===== src/rtl/ddr4_cmd_issuer.sv =====
// ddr4_cmd_issuer
//   Pulls one request at a time from the trace-driven request queue. It splits
//   the address into DRAM coordinates and issues the closed-page sequence
//   ACT -> RD/WR -> PRE. It waits out tRCD, tRAS, tRTP, tCWL+tBURST+tWR and
//   tRP before taking the next request.
//
// Ports
//   clk, rst      system clock, synchronous active-high reset
//   req_valid     queue head holds a request
//   req_ready     issuer is idle and will take the head this cycle
//   req_op        0 read, 1 write, 2 instruction fetch, 3 read
//   req_addr      33-bit byte address (bits [2:0] unused)
//   cmd_valid     one-cycle command strobe
//   cmd_code      0 NOP, 1 ACT, 2 RD, 3 WR, 4 PRE
//   cmd_bg/bank/row/col   coordinates of the latched request
//   done          one-cycle pulse on the cycle the issuer returns to idle
module ddr4_cmd_issuer #(
    parameter int TRCD   = 24,
    parameter int TRAS   = 52,
    parameter int TRTP   = 12,
    parameter int TCWL   = 20,
    parameter int TBURST = 4,
    parameter int TWR    = 20,
    parameter int TRP    = 24
) (
    input  logic        clk,
    input  logic        rst,
    input  logic        req_valid,
    output logic        req_ready,
    input  logic [1:0]  req_op,
    input  logic [32:0] req_addr,
    output logic        cmd_valid,
    output logic [2:0]  cmd_code,
    output logic [1:0]  cmd_bg,
    output logic [1:0]  cmd_bank,
    output logic [14:0] cmd_row,
    output logic [10:0] cmd_col,
    output logic        done
);

    if (TRCD < 1 || TRCD > 255 || TRAS < 1 || TRAS > 255 ||
        TRTP < 1 || TRTP > 255 || TCWL < 1 || TCWL > 255 ||
        TBURST < 1 || TBURST > 255 || TWR < 1 || TWR > 255 ||
        TRP < 1 || TRP > 255) begin : g_param_err
        $fatal(1, "ddr4_cmd_issuer: timing parameters must lie in 1..255");
    end

    // Column-to-precharge wait. The tRAS term is whatever remains of tRAS
    // after tRCD has already elapsed between ACT and the column command.
    localparam int RAS_REM = (TRAS > TRCD) ? (TRAS - TRCD) : 0;
    localparam int WR_REC  = TCWL + TBURST + TWR;
    localparam int P_RD_I  = (TRTP > RAS_REM) ? TRTP : RAS_REM;
    localparam int P_WR_I  = (WR_REC > RAS_REM) ? WR_REC : RAS_REM;

    localparam logic [8:0] P_RD    = 9'(P_RD_I);
    localparam logic [8:0] P_WR    = 9'(P_WR_I);
    localparam logic [8:0] TRCD_W  = 9'(TRCD);
    localparam logic [8:0] TRP_W   = 9'(TRP);

    localparam logic [2:0] C_NOP = 3'd0;
    localparam logic [2:0] C_ACT = 3'd1;
    localparam logic [2:0] C_RD  = 3'd2;
    localparam logic [2:0] C_WR  = 3'd3;
    localparam logic [2:0] C_PRE = 3'd4;

    typedef enum logic [2:0] {
        S_IDLE,
        S_ACT,
        S_WAIT_RCD,
        S_COL,
        S_WAIT_PRE,
        S_PRE,
        S_WAIT_RP
    } state_t;

    state_t      state, state_next;
    logic [8:0]  cnt, cnt_next;
    logic        done_next;
    logic        xfer;
    logic [8:0]  p_wait;

    logic        lat_wr;
    logic [1:0]  lat_bg;
    logic [1:0]  lat_bank;
    logic [14:0] lat_row;
    logic [10:0] lat_col;

    assign req_ready = (state == S_IDLE) && !rst;
    assign xfer      = req_valid && req_ready;
    assign p_wait    = lat_wr ? P_WR : P_RD;

    // State register, wait counter, done pulse and request latch.
    always_ff @(posedge clk) begin
        if (rst) begin
            state    <= S_IDLE;
            cnt      <= '0;
            done     <= 1'b0;
            lat_wr   <= 1'b0;
            lat_bg   <= '0;
            lat_bank <= '0;
            lat_row  <= '0;
            lat_col  <= '0;
        end else begin
            state <= state_next;
            cnt   <= cnt_next;
            done  <= done_next;
            if (xfer) begin
                lat_wr   <= (req_op == 2'd1);
                lat_bg   <= req_addr[7:6];
                lat_bank <= req_addr[9:8];
                lat_row  <= req_addr[32:18];
                lat_col  <= {req_addr[17:10], req_addr[5:3]};
            end
        end
    end

    // Each wait state leaves on the cycle its count decrements to zero. A
    // delay of N cycles therefore puts the next command exactly N cycles after
    // the one that loaded the counter. A delay of 1 skips the wait state.
    always_comb begin
        state_next = state;
        cnt_next   = cnt;
        done_next  = 1'b0;
        case (state)
            S_IDLE: begin
                if (xfer) state_next = S_ACT;
            end
            S_ACT: begin
                cnt_next = TRCD_W - 9'd1;
                if (TRCD_W == 9'd1) state_next = S_COL;
                else                state_next = S_WAIT_RCD;
            end
            S_WAIT_RCD: begin
                cnt_next = cnt - 9'd1;
                if (cnt <= 9'd1) state_next = S_COL;
            end
            S_COL: begin
                cnt_next = p_wait - 9'd1;
                if (p_wait == 9'd1) state_next = S_PRE;
                else                state_next = S_WAIT_PRE;
            end
            S_WAIT_PRE: begin
                cnt_next = cnt - 9'd1;
                if (cnt <= 9'd1) state_next = S_PRE;
            end
            S_PRE: begin
                cnt_next = TRP_W - 9'd1;
                if (TRP_W == 9'd1) begin
                    state_next = S_IDLE;
                    done_next  = 1'b1;
                end else begin
                    state_next = S_WAIT_RP;
                end
            end
            S_WAIT_RP: begin
                cnt_next = cnt - 9'd1;
                if (cnt <= 9'd1) begin
                    state_next = S_IDLE;
                    done_next  = 1'b1;
                end
            end
            default: state_next = S_IDLE;
        endcase
    end

    // Command strobe is decoded from state. It is suppressed while rst is high,
    // so a reset arriving in ACT/COL/PRE issues nothing that cycle.
    always_comb begin
        cmd_valid = 1'b0;
        cmd_code  = C_NOP;
        if (!rst) begin
            case (state)
                S_ACT: begin
                    cmd_valid = 1'b1;
                    cmd_code  = C_ACT;
                end
                S_COL: begin
                    cmd_valid = 1'b1;
                    cmd_code  = lat_wr ? C_WR : C_RD;
                end
                S_PRE: begin
                    cmd_valid = 1'b1;
                    cmd_code  = C_PRE;
                end
                default: begin
                    cmd_valid = 1'b0;
                    cmd_code  = C_NOP;
                end
            endcase
        end
    end

    assign cmd_bg   = lat_bg;
    assign cmd_bank = lat_bank;
    assign cmd_row  = lat_row;
    assign cmd_col  = lat_col;

endmodule

===== config.mk =====
export PLATFORM = sky130hd
export DESIGN_NAME = ddr4_cmd_issuer
export DESIGN_NICKNAME = d
export VERILOG_FILES = /design/src/rtl/ddr4_cmd_issuer.sv
export SDC_FILE = /design/constraint.sdc
export NUM_CORES = 1
export LEC_CHECK = 0
export ABC_AREA = 1
export CORE_MARGIN = 2
export CORE_UTILIZATION = 43
export CTS_CLUSTER_SIZE = 30
export DETAILED_ROUTE_END_ITERATION = 10
export GPL_ROUTABILITY_DRIVEN = 0
export MAX_ROUTING_LAYER = met4
export PLACE_DENSITY = 0.86
export SLEW_MARGIN = 30
export SYNTH_ARGS = -nofsm -noshare
export SYNTH_HDL_FRONTEND = slang
export SYNTH_SLANG_ARGS = --single-unit

===== constraint.sdc =====
create_clock -name clk -period 1.5 [get_ports clk]
set_input_delay 0.45 -clock clk [delete_from_list [all_inputs] [get_ports clk]]
set_output_delay 0.45 -clock clk [all_outputs]
set_load 0.02 [all_outputs]

==> metrics.txt <==
Nets around 400; Skew-Pair Late Insertion Delay approximately 0.30 ns; Rows 23; area added between synthesis and finish 71.7%; number of synthesized flops with an enable pin 0; Worst R2R Start state[0]$_SDFFE_PP0P_; Core Footprint 0.00406 mm^2; DRT Pass-1 Iters 4; Mean Syn Cell Area 7.34 um^2; full die area 0.00484 mm^2; Die H around 70 um; gr ovfl total 0; CTS Buffer Depth 2; startpoint type of the worst setup path flop; Initial Utilization 45.6%; share of cells above drive strength 1 27.6%; max cap viols 0; CP Max Fanout 5; largest net degree at the start of global routing 20; outcome finished with violations; measured slew at the worst slew-check pin 0.259 ns; Syn Inst Count 252; initial antenna violation count 0; Port Buffers 70; met3 Track Usage GR 5.81%; most frequent cells in the layout nand2_1, dfxtp_1, clkdlybuf4s50_1; per-cell routed wire length 15.5 um; Hold Buf Count CTS 0; worst hold endpoint cmd_row[11]$_SDFFE_PP0P_; Worst setup EP type primary output; top cells by area, synth dfxtp_1, nand2_1, a21oi_1, inv_1, nor2_1; Slew headroom 82.7%; commonest non-fill, non-tap cell in the layout nand2_1; CTS Buf Count 5; CTS root buf clkbuf_8; flop2flop setup slack -0.01 ns; Die W 69.6 um; sequential-to-total area share from yosys stat around 48%; Synth Flop Type dfxtp_1; antenna cells 0; IO Count 74; clk slew on worst S/H paths 0.09 ns; Finished Cell Area 0.00318 mm^2; max-slew violation count 0; met1 global-route usage 28.9%; clock skew 0.00877 ns; WHS Path Cells 2; Crit Path Class reg2out; CP arrival 1.27 ns; Setup WS pre-CTS -0.886 ns; RSZ-0062 raised after global routing true; Final Total Pwr approximately 5.0 mW; leakage power 1.45 nW; post-route clock period utilization 114%; WL final 6340 um; HPWL Detailed between 3000 and 4000 um; CP Data Required Time 1.05 ns; DRC violation total after the first TritonRoute iteration 134; Hold Crit Class reg2reg; H-tree levels 2; met2 Track Usage GR 39.9%; power density over the cells approximately 1600 mW/mm^2; number of synthesized register bits 44; FMAX 0.583 GHz; Vias 2127; clock sinks 44; fin worst setup slack -0.216 ns; Final Hold Fails 0; final std cells w/o fill 409; TNS Setup -0.817 ns; Cell Count Post-Placement between 300 and 400; final core utilization roughly 78%; count of cell types in the netlist 27; failing checks negative setup slack; ANT nets after route 0; area leader, netlist dfxtp_1; syn_nets 292; Placed Area ~0.0027 mm^2; share of the synthesized area in the top cell type 47.6%; Vias/cell 5.20; RR Endpoint cmd_row[8]$_SDFFE_PP0P_; Hold Startpoint cmd_row[11]$_SDFFE_PP0P_; GRT Total Usage 24.6%; final setup fails 6; busiest layer in global routing met2; R2R cell count 9; Peak VDD IR 0.000988 V; number of synthesis warnings 0; first-pass GRT wire length approximately 9100 um; WHS 0.461 ns; post-layout minimum cycle time 1.72 ns; asr flop ratio synth 0%; number of global-route vias before repair 1904; post-synthesis instance area about 0.0018 mm^2; Remaining DRCs 0; CTS tree built
-- registers in the layout, summed over array words and instances (netlist names) --
name and flops:
cmd_bank 2, cmd_bg 2, state 3, done 1, cmd_col 11, cnt 9
cmd_row 15, lat_wr 1
-- worst max path at each step --
| stage | start | to | slack, ns | depth (start not counted) |
|---|---|---|---|---|
| 2_1_floorplan | rst | cmd_code[0] | -0.04 | 2 |
| 3_3_place_gp | rst | cmd_code[2] | -0.88 | 5 |
| 3_5_place_dp | rst | cmd_code[2] | -0.89 | 5 |
| 4_1_cts | state[1]$_SDFFE_PP0P_ | cmd_code[2] | -0.20 | 5 |
| 5_1_grt | state[1]$_SDFFE_PP0P_ | cmd_code[2] | -0.26 | 5 |
| 6_report | state[1]$_SDFFE_PP0P_ | cmd_code[2] | -0.22 | 5 |
-- cells by family after synthesis --
group,share of synthesized area [%]
simple gates,28.3
compound gates,13.9
fa+ha+maj,1.35
flops,47.6
buf+inv,8.25
xor+xnor,0.474
-- per-layer routing --
metal,vias up,share of wire (%)
met3,15,6.0
met2,108,49
li1,1022,-
met1,982,43
met4,0,2.3
met5,-,0
-- cell type report --
cell class / count / area (um^2)
Clock buffer: 5 / 68.8
Timing Repair Buffer: 110 / 1060
Multi-Input combinational cell: 175 / 973
Inverter: 22 / 97.6
Fill cell: 273 / 882
Clock inverter: 3 / 18.8
Tap cell: 50 / 62.6
Sequential cell: 44 / 890
-- power breakdown --
part | internal [mW] | leakage, nW | switching (mW)
registers | 1.40 | 0.361 | 0.168
logic | 1.19 | 1.04 | 1.50
clock network | 0.325 | 0.0479 | 0.423
total | 2.91 | 1.45 | 2.09
-- worst max-delay path, cell delays in order, from the launching register on --
cell and delay [ns]:
dfxtp_2 0.33, buf_6 0.13, nor2_2 0.15, inv_2 0.07
nor3_2 0.12, buf_4 0.16
-- synth_stat cells (2+ instances only) --
library cell and instances:
ha_1 2, buf_2 5, nor3_1 4, nand2_1 83, nand3_1 9, o21ai_1 2
inv_2 4, a21oi_1 38, nand4_1 4, nor2_2 3, o21ai_0 4, nand2_2 2
inv_1 18, nor2_1 14, buf_6 3, clkbuf_1 2, dfxtp_1 44, nand2_4 2
-- what timing repair did --
action                     4_1_cts  5_1_grt
cloned                           1        2
pin swaps                        8        9
setup endpoints to repair       71       44
buffers inserted                10        5
gates resized for setup         91       35
Note: power is estimated with default switching activity, not from simulation.
